File: src/rtl/imem_loader_if.sv
// Byte-stream and instruction-memory write bus for the program loader.
// The slave modport is the loader's view. The master modport is the view of
// the side that drives the stream and observes the writes.
interface imem_loader_if;
   logic        start_in;
   logic [7:0]  byte_in;
   logic        byte_valid_in;
   logic        byte_ready_out;
   logic [31:0] address_out;
   logic [31:0] data_out;
   logic        write_out;
   logic        cpu_reset_out;
   logic        done_out;
   logic        error_out;

   modport slave (
      input  start_in, byte_in, byte_valid_in,
      output byte_ready_out, address_out, data_out, write_out,
             cpu_reset_out, done_out, error_out
   );

   modport master (
      output start_in, byte_in, byte_valid_in,
      input  byte_ready_out, address_out, data_out, write_out,
             cpu_reset_out, done_out, error_out
   );
endinterface

File: src/rtl/imem_loader.sv
// Program loader: accepts a framed byte stream (16-bit word count, big-endian
// words, XOR checksum) and writes each word to instruction memory. It holds the
// CPU in reset until a frame completes with a matching checksum.
module imem_loader #(
   parameter logic [31:0] BASE_ADDR = 32'h0,
   parameter int unsigned MAX_WORDS = 256
) (
   input logic          clk,
   input logic          reset_in,
   imem_loader_if.slave bus
);

   typedef enum logic [2:0] {
      ST_IDLE,
      ST_LEN_HI,
      ST_LEN_LO,
      ST_DATA,
      ST_WRITE,
      ST_CSUM,
      ST_DONE,
      ST_ERROR
   } state_t;

   state_t      state;
   logic [15:0] word_len;
   logic [15:0] word_cnt;
   logic [1:0]  byte_idx;
   logic [7:0]  csum;
   logic        accept;
   logic [15:0] len_full;

   // Handshake qualifier, and the word count as it looks once LEN_LO arrives.
   always_comb begin
      accept   = bus.byte_valid_in & bus.byte_ready_out;
      len_full = {word_len[15:8], bus.byte_in};
   end

   // Loader FSM. byte_ready_out is registered, so it is set on the edge that
   // enters a byte-accepting state and cleared on the edge that leaves one.
   always_ff @(posedge clk) begin
      if (!reset_in) begin
         state              <= ST_IDLE;
         word_len           <= '0;
         word_cnt           <= '0;
         byte_idx           <= '0;
         csum               <= '0;
         bus.byte_ready_out <= 1'b0;
         bus.write_out      <= 1'b0;
         bus.address_out    <= BASE_ADDR;
         bus.data_out       <= '0;
         bus.cpu_reset_out  <= 1'b1;
         bus.done_out       <= 1'b0;
         bus.error_out      <= 1'b0;
      end else begin
         bus.write_out <= 1'b0;
         unique case (state)
            ST_IDLE, ST_DONE, ST_ERROR: begin
               if (bus.start_in) begin
                  csum               <= '0;
                  word_cnt           <= '0;
                  byte_idx           <= '0;
                  bus.done_out       <= 1'b0;
                  bus.error_out      <= 1'b0;
                  bus.cpu_reset_out  <= 1'b1;
                  bus.address_out    <= BASE_ADDR;
                  bus.byte_ready_out <= 1'b1;
                  state              <= ST_LEN_HI;
               end
            end
            ST_LEN_HI: begin
               if (accept) begin
                  word_len[15:8] <= bus.byte_in;
                  csum           <= csum ^ bus.byte_in;
                  state          <= ST_LEN_LO;
               end
            end
            ST_LEN_LO: begin
               if (accept) begin
                  word_len[7:0] <= bus.byte_in;
                  csum          <= csum ^ bus.byte_in;
                  if (32'(len_full) > MAX_WORDS) begin
                     bus.byte_ready_out <= 1'b0;
                     bus.error_out      <= 1'b1;
                     state              <= ST_ERROR;
                  end else if (len_full == 16'd0) begin
                     state <= ST_CSUM;
                  end else begin
                     state <= ST_DATA;
                  end
               end
            end
            ST_DATA: begin
               if (accept) begin
                  bus.data_out <= {bus.data_out[23:0], bus.byte_in};
                  csum         <= csum ^ bus.byte_in;
                  byte_idx     <= byte_idx + 2'd1;
                  if (byte_idx == 2'd3) begin
                     bus.byte_ready_out <= 1'b0;
                     bus.write_out      <= 1'b1;
                     state              <= ST_WRITE;
                  end
               end
            end
            ST_WRITE: begin
               bus.address_out    <= bus.address_out + 32'd4;
               word_cnt           <= word_cnt + 16'd1;
               bus.byte_ready_out <= 1'b1;
               if (word_cnt + 16'd1 == word_len) begin
                  state <= ST_CSUM;
               end else begin
                  state <= ST_DATA;
               end
            end
            ST_CSUM: begin
               if (accept) begin
                  bus.byte_ready_out <= 1'b0;
                  if (bus.byte_in == csum) begin
                     bus.done_out      <= 1'b1;
                     bus.cpu_reset_out <= 1'b0;
                     state             <= ST_DONE;
                  end else begin
                     bus.error_out <= 1'b1;
                     state         <= ST_ERROR;
                  end
               end
            end
         endcase
      end
   end

endmodule

File: src/flat_wrapper.sv
// flat-port wrapper written by rule: the top's interface ports become plain ports
module imem_loader_flat 
#(
   parameter logic [31:0] BASE_ADDR = 32'h0,
   parameter int unsigned MAX_WORDS = 256
)
  (clk, reset_in, bus_start_in, bus_byte_in, bus_byte_valid_in, bus_byte_ready_out, bus_address_out, bus_data_out, bus_write_out, bus_cpu_reset_out, bus_done_out, bus_error_out);
  imem_loader_if bus_i ();
  input logic clk;
  input logic reset_in;
  input wire logic [$bits(bus_i.start_in)-1:0] bus_start_in;
  input wire logic [$bits(bus_i.byte_in)-1:0] bus_byte_in;
  input wire logic [$bits(bus_i.byte_valid_in)-1:0] bus_byte_valid_in;
  output wire logic [$bits(bus_i.byte_ready_out)-1:0] bus_byte_ready_out;
  output wire logic [$bits(bus_i.address_out)-1:0] bus_address_out;
  output wire logic [$bits(bus_i.data_out)-1:0] bus_data_out;
  output wire logic [$bits(bus_i.write_out)-1:0] bus_write_out;
  output wire logic [$bits(bus_i.cpu_reset_out)-1:0] bus_cpu_reset_out;
  output wire logic [$bits(bus_i.done_out)-1:0] bus_done_out;
  output wire logic [$bits(bus_i.error_out)-1:0] bus_error_out;
  assign bus_i.start_in = bus_start_in;
  assign bus_i.byte_in = bus_byte_in;
  assign bus_i.byte_valid_in = bus_byte_valid_in;
  assign bus_byte_ready_out = bus_i.byte_ready_out;
  assign bus_address_out = bus_i.address_out;
  assign bus_data_out = bus_i.data_out;
  assign bus_write_out = bus_i.write_out;
  assign bus_cpu_reset_out = bus_i.cpu_reset_out;
  assign bus_done_out = bus_i.done_out;
  assign bus_error_out = bus_i.error_out;
  imem_loader #(.BASE_ADDR(BASE_ADDR), .MAX_WORDS(MAX_WORDS)) u_core (.clk(clk), .reset_in(reset_in), .bus(bus_i));
endmodule
File: config.mk
export PLATFORM = sky130hd
export DESIGN_NAME = imem_loader_flat
export DESIGN_NICKNAME = d
export VERILOG_FILES = /design/src/rtl/imem_loader_if.sv /design/src/rtl/imem_loader.sv /design/src/flat_wrapper.sv
export SDC_FILE = /design/constraint.sdc
export NUM_CORES = 1
export LEC_CHECK = 0
export CAP_MARGIN = 20
export CORE_UTILIZATION = 49
export DETAILED_ROUTE_END_ITERATION = 12
export PLACE_DENSITY = 0.83
export SETUP_SLACK_MARGIN = 0.4
export SLEW_MARGIN = 15
export SYNTH_ARGS = -nofsm -noshare
export SYNTH_HDL_FRONTEND = slang
export SYNTH_SLANG_ARGS = --single-unit
File: constraint.sdc
create_clock -name clk -period 1.8 [get_ports clk]
set_input_delay 0.27 -clock clk [delete_from_list [all_inputs] [get_ports clk]]
set_output_delay 0.27 -clock clk [all_outputs]
set_load 0.02 [all_outputs]
==> flow_metrics.env, run 1 <==
export IMPL_layout_common_cells="nand2_1, dfxtp_1, buf_4"
export IMPL_min_path_cells=3
export IMPL_die_w_um=108
export IMPL_synthToLayoutAreaGrowth_pct=45.8
export IMPL_netlist_area_mm2=0.00549
export IMPL_p_comb_share_pct=35.2
export IMPL_groute_usage_overall_pct=27.7
export IMPL_yosysTopAreaCell="dfxtp_1"
export IMPL_num_rows=38
export IMPL_intPower_w=0.00420
export IMPL_place_congestion=0.914
export IMPL_power_leakage_nw=3.24
export IMPL_drc=0
export IMPL_yosysSeqAreaShare_pct=40.8
export IMPL_hold_viol=0
export IMPL_status="complete, but fails checks"
export IMPL_r2r_cells=6
export IMPL_hold_path_class="in2reg"
export IMPL_fmax_ghz=0.498
export IMPL_path_cells="and3_1, and4_1, xnor2_1, a31oi_1, a2111oi_4, a31o_2"
export IMPL_max_cap_violations=0
export IMPL_worstPathMaxFanout=3
export IMPL_totalNegativeSetupSlack_ns=-0.541
export IMPL_syn_inst=704
export IMPL_drt_pass1_iter_count=5
export IMPL_io_buffers=78
export IMPL_dpl_cell_count=944
export IMPL_hpwl_mm=10.5
export IMPL_r2r_setup_slack_ns=-0.21
export IMPL_start_kind="register"
export IMPL_layout_min_cycle_time_ns=2.01
export IMPL_fin_ws_ns=-0.209
export IMPL_clkTransAtPathRegs_ns=0.11
export IMPL_ys_async_sr_fraction_pct=0
export IMPL_antennaDiodeCount=0
export IMPL_crit_arrival_ns=2.36
export IMPL_avgRoutedWirePerCell_um=18.6
export IMPL_min_to="u_core.word_len[15]"
export IMPL_report_final_slew_viol_count=0
export IMPL_cts_buffer_depth=2
export IMPL_max_stage_delay_ns=0.41
export IMPL_pwr_density_cell_mw_per_mm2=814
export IMPL_ir_drop_mv=0.731
export IMPL_synth_area_per_cell_um2=7.80
export IMPL_clockPowerShare_pct=24.5
export IMPL_fin_crit_sh_pct=112
export IMPL_synth_top_area_share_pct=40.8
export IMPL_cts_buffers_inserted=9
export IMPL_mostFrequentLayoutCell="nand2_1"
export IMPL_swShare_pct=35.5
export IMPL_final_area_mm2=0.00800
export IMPL_drive_gt1_share_pct=35.3
export IMPL_critPathKind="reg2reg"
export IMPL_synth_edf_count=0
export IMPL_cts_sinks=112
export IMPL_skew_ns=0.0116
export IMPL_yosysUniqueCellTypes=64
export IMPL_cts_root_buf="clkbuf_8"
export IMPL_final_nets=873
export IMPL_yosys_warnings=0
export IMPL_yosys_top_cells_area="dfxtp_1, a21oi_1, nand2_1, nor2_1, xnor2_1"
export IMPL_grt_pass1_wl_mm=25.6
export IMPL_ys_seq_elements=112
export IMPL_setup_viol=8
export IMPL_htree_levels=3
export IMPL_hp_start="bus_byte_in[7]"
export IMPL_endpoint_kind="register"
export IMPL_switching_power_w=0.00231
export IMPL_cts_tree="done"
export IMPL_crit_required_ns=2.15
export IMPL_antenna_found_initial=0
export IMPL_layout_cells_non_filler=1003
export IMPL_routed_wirelength_mm=18.7
export IMPL_floorplan_initialDensity_pct=50.4
export IMPL_core_area_mm2=0.0109
export IMPL_ant_nets=0
export IMPL_die_area_mm2=0.0116
export IMPL_reg2reg_from="u_core.word_cnt[8]"
export IMPL_vias=6171
export IMPL_power_frac_seq_pct=40.3
export IMPL_placed_area_mm2=0.00697
export IMPL_viasPerCell=6.15
export IMPL_r2r_end="u_core.state[2]"
export IMPL_grt_start_max_net_pins=36
export IMPL_clkLatencyLatePin_ns=0.40
export IMPL_drt_iter0_drc=749
export IMPL_synthFlopType="dfxtp_1"
export IMPL_pin_count=81
export IMPL_grt_setup_unrepaired="yes"
export IMPL_violations="setup timing"
export IMPL_worst_path_max_delay_cell="a2111oi_4"
export IMPL_grt_pass1_vias=5415
export IMPL_die_h_um=108
export IMPL_gr_total_overflow=0
[final cells by class]
cell class	count	area (um2)
Timing Repair Buffer	195	1740
Tap cell	140	175
Fill cell	709	2890
Multi-Input combinational cell	531	3560
Inverter	9	36.3
Clock inverter	6	76.3
Sequential cell	112	2290
Clock buffer	10	128
[power by group through the flow]
stage	clock [W]	combinational (W)	sequential, W
2_1_floorplan	0	0.000917	0.00269
3_3_place_gp	0	0.00136	0.00266
3_5_place_dp	0	0.00141	0.00266
4_1_cts	0.00160	0.00164	0.00261
5_1_grt	0.00171	0.00240	0.00263
6_report	0.00159	0.00229	0.00263
[stage by stage]
stage | power, W | setup slack, ns | hold slack (ns) | util, %
3_3_place_gp | 0.00402 | -0.288 | 0.443 | 64.0
3_5_place_dp | 0.00408 | -0.356 | 0.451 | 64.0
6_report | 0.00651 | -0.209 | 0.214 | 73.5
5_1_grt | 0.00674 | -0.326 | 0.204 | 73.5
2_1_floorplan | 0.00360 | 0.00196 | 0.406 | -
4_1_cts | 0.00586 | -0.123 | 0.352 | 68.7
[critical path: cells and delay by family (launching register included)]
family           cells  cell delay (ns)
AO/OA/AOI/OAI        3             0.80
XOR/XNOR             1             0.20
flip-flops           1             0.40
AND/OR/NAND/NOR      2             0.55
[flip-flops by register name, summed over array words and instances (netlist names)]
| signal | flops |
|---|---|
| u_core.bus.write_out | 1 |
| u_core.bus.done_out | 1 |
| u_core.byte_idx | 2 |
| u_core.bus.address_out | 30 |
| u_core.bus.cpu_reset_out | 1 |
| u_core.state | 3 |
| u_core.word_len | 16 |
| u_core.bus.data_out | 32 |
| u_core.bus.error_out | 1 |
| u_core.bus.byte_ready_out | 1 |
| u_core.csum | 8 |
| u_core.word_cnt | 16 |
[per-layer routing]
metal  GRT usage [%]  part of all wire, %  up-vias
met5               0                    0        -
met4            11.2                  3.2        0
met3            5.93                  7.0       75
met2            47.9                   51      316
met1            33.0                   39     2989
li1                -                    -     2791
[timing repair]
action | in CTS | in global routing
setup buffers | 14 | 22
resized for setup | 178 | 174
hold buffers | 0 | 0
cloned | 1 | 6
endpoints found under the setup margin | 178 | 164
pin swaps | 28 | 49
[worst max path at each step]
stage | endpoint | from | slack, ns | cells past startpoint
floorplan | u_core.state[2] | u_core.word_cnt[2] | 0.002 | 7
global placement | u_core.state[1] | bus_byte_in[7] | -0.29 | 8
detailed placement | u_core.state[1] | bus_byte_in[2] | -0.36 | 8
CTS | u_core.state[2] | u_core.word_cnt[0] | -0.12 | 7
global route | u_core.state[2] | u_core.word_cnt[0] | -0.33 | 7
finish | u_core.state[2] | u_core.word_cnt[8] | -0.21 | 6
[Yosys cell counts, types with 2 or more instances]
| master | n |
|---|---|
| a31o_2 | 3 |
| buf_1 | 2 |
| a2111oi_0 | 3 |
| nor2b_1 | 3 |
| nand4_1 | 11 |
| mux2i_1 | 15 |
| nor3_1 | 10 |
| o31ai_1 | 2 |
| nor4_1 | 8 |
| nand3b_1 | 8 |
| a41o_1 | 3 |
| or2_2 | 3 |
| a31oi_1 | 7 |
| a211oi_1 | 2 |
| xnor2_1 | 19 |
| nand2b_1 | 4 |
| nand2_1 | 114 |
| inv_1 | 8 |
| dfxtp_1 | 112 |
| o22ai_1 | 2 |
| ha_1 | 3 |
| xor2_1 | 10 |
| or4_1 | 2 |
| or3_1 | 18 |
| nand3_1 | 26 |
| a21oi_1 | 91 |
| buf_4 | 2 |
| nor3b_1 | 2 |
| clkbuf_1 | 40 |
| and3_1 | 16 |
| nor2_1 | 62 |
| o211ai_1 | 9 |
| o21a_1 | 6 |
| o21ai_0 | 33 |
| buf_2 | 9 |
| and4_1 | 5 |
| o311ai_0 | 2 |
| and2_1 | 3 |
[cells by family after synthesis]
| logic type | Yosys count | synth area share [%] |
|---|---|---|
| compound gates | 176 | 18.9 |
| xor+xnor | 30 | 5.04 |
| fa+ha+maj | 3 | 0.684 |
| buf+inv | 63 | 4.67 |
| flops | 112 | 40.8 |
| mux | 16 | 2.94 |
| other cells | 1 | 0.0683 |
| simple gates | 303 | 26.8 |
(Power assumes the default switching activity.)
==> run 2: changes to the inputs <==
--- a/config.mk
+++ b/config.mk
@@ -8,6 +8,8 @@
 export CAP_MARGIN = 20
 export CORE_UTILIZATION = 49
 export DETAILED_ROUTE_END_ITERATION = 12
+export GPL_TIMING_DRIVEN = 1
+export HOLD_SLACK_MARGIN = 0.03
 export PLACE_DENSITY = 0.83
 export SETUP_SLACK_MARGIN = 0.4
 export SLEW_MARGIN = 15
==> results of run 2 <==
The final DEF is identical to that of run 1; final timing and power are the same.
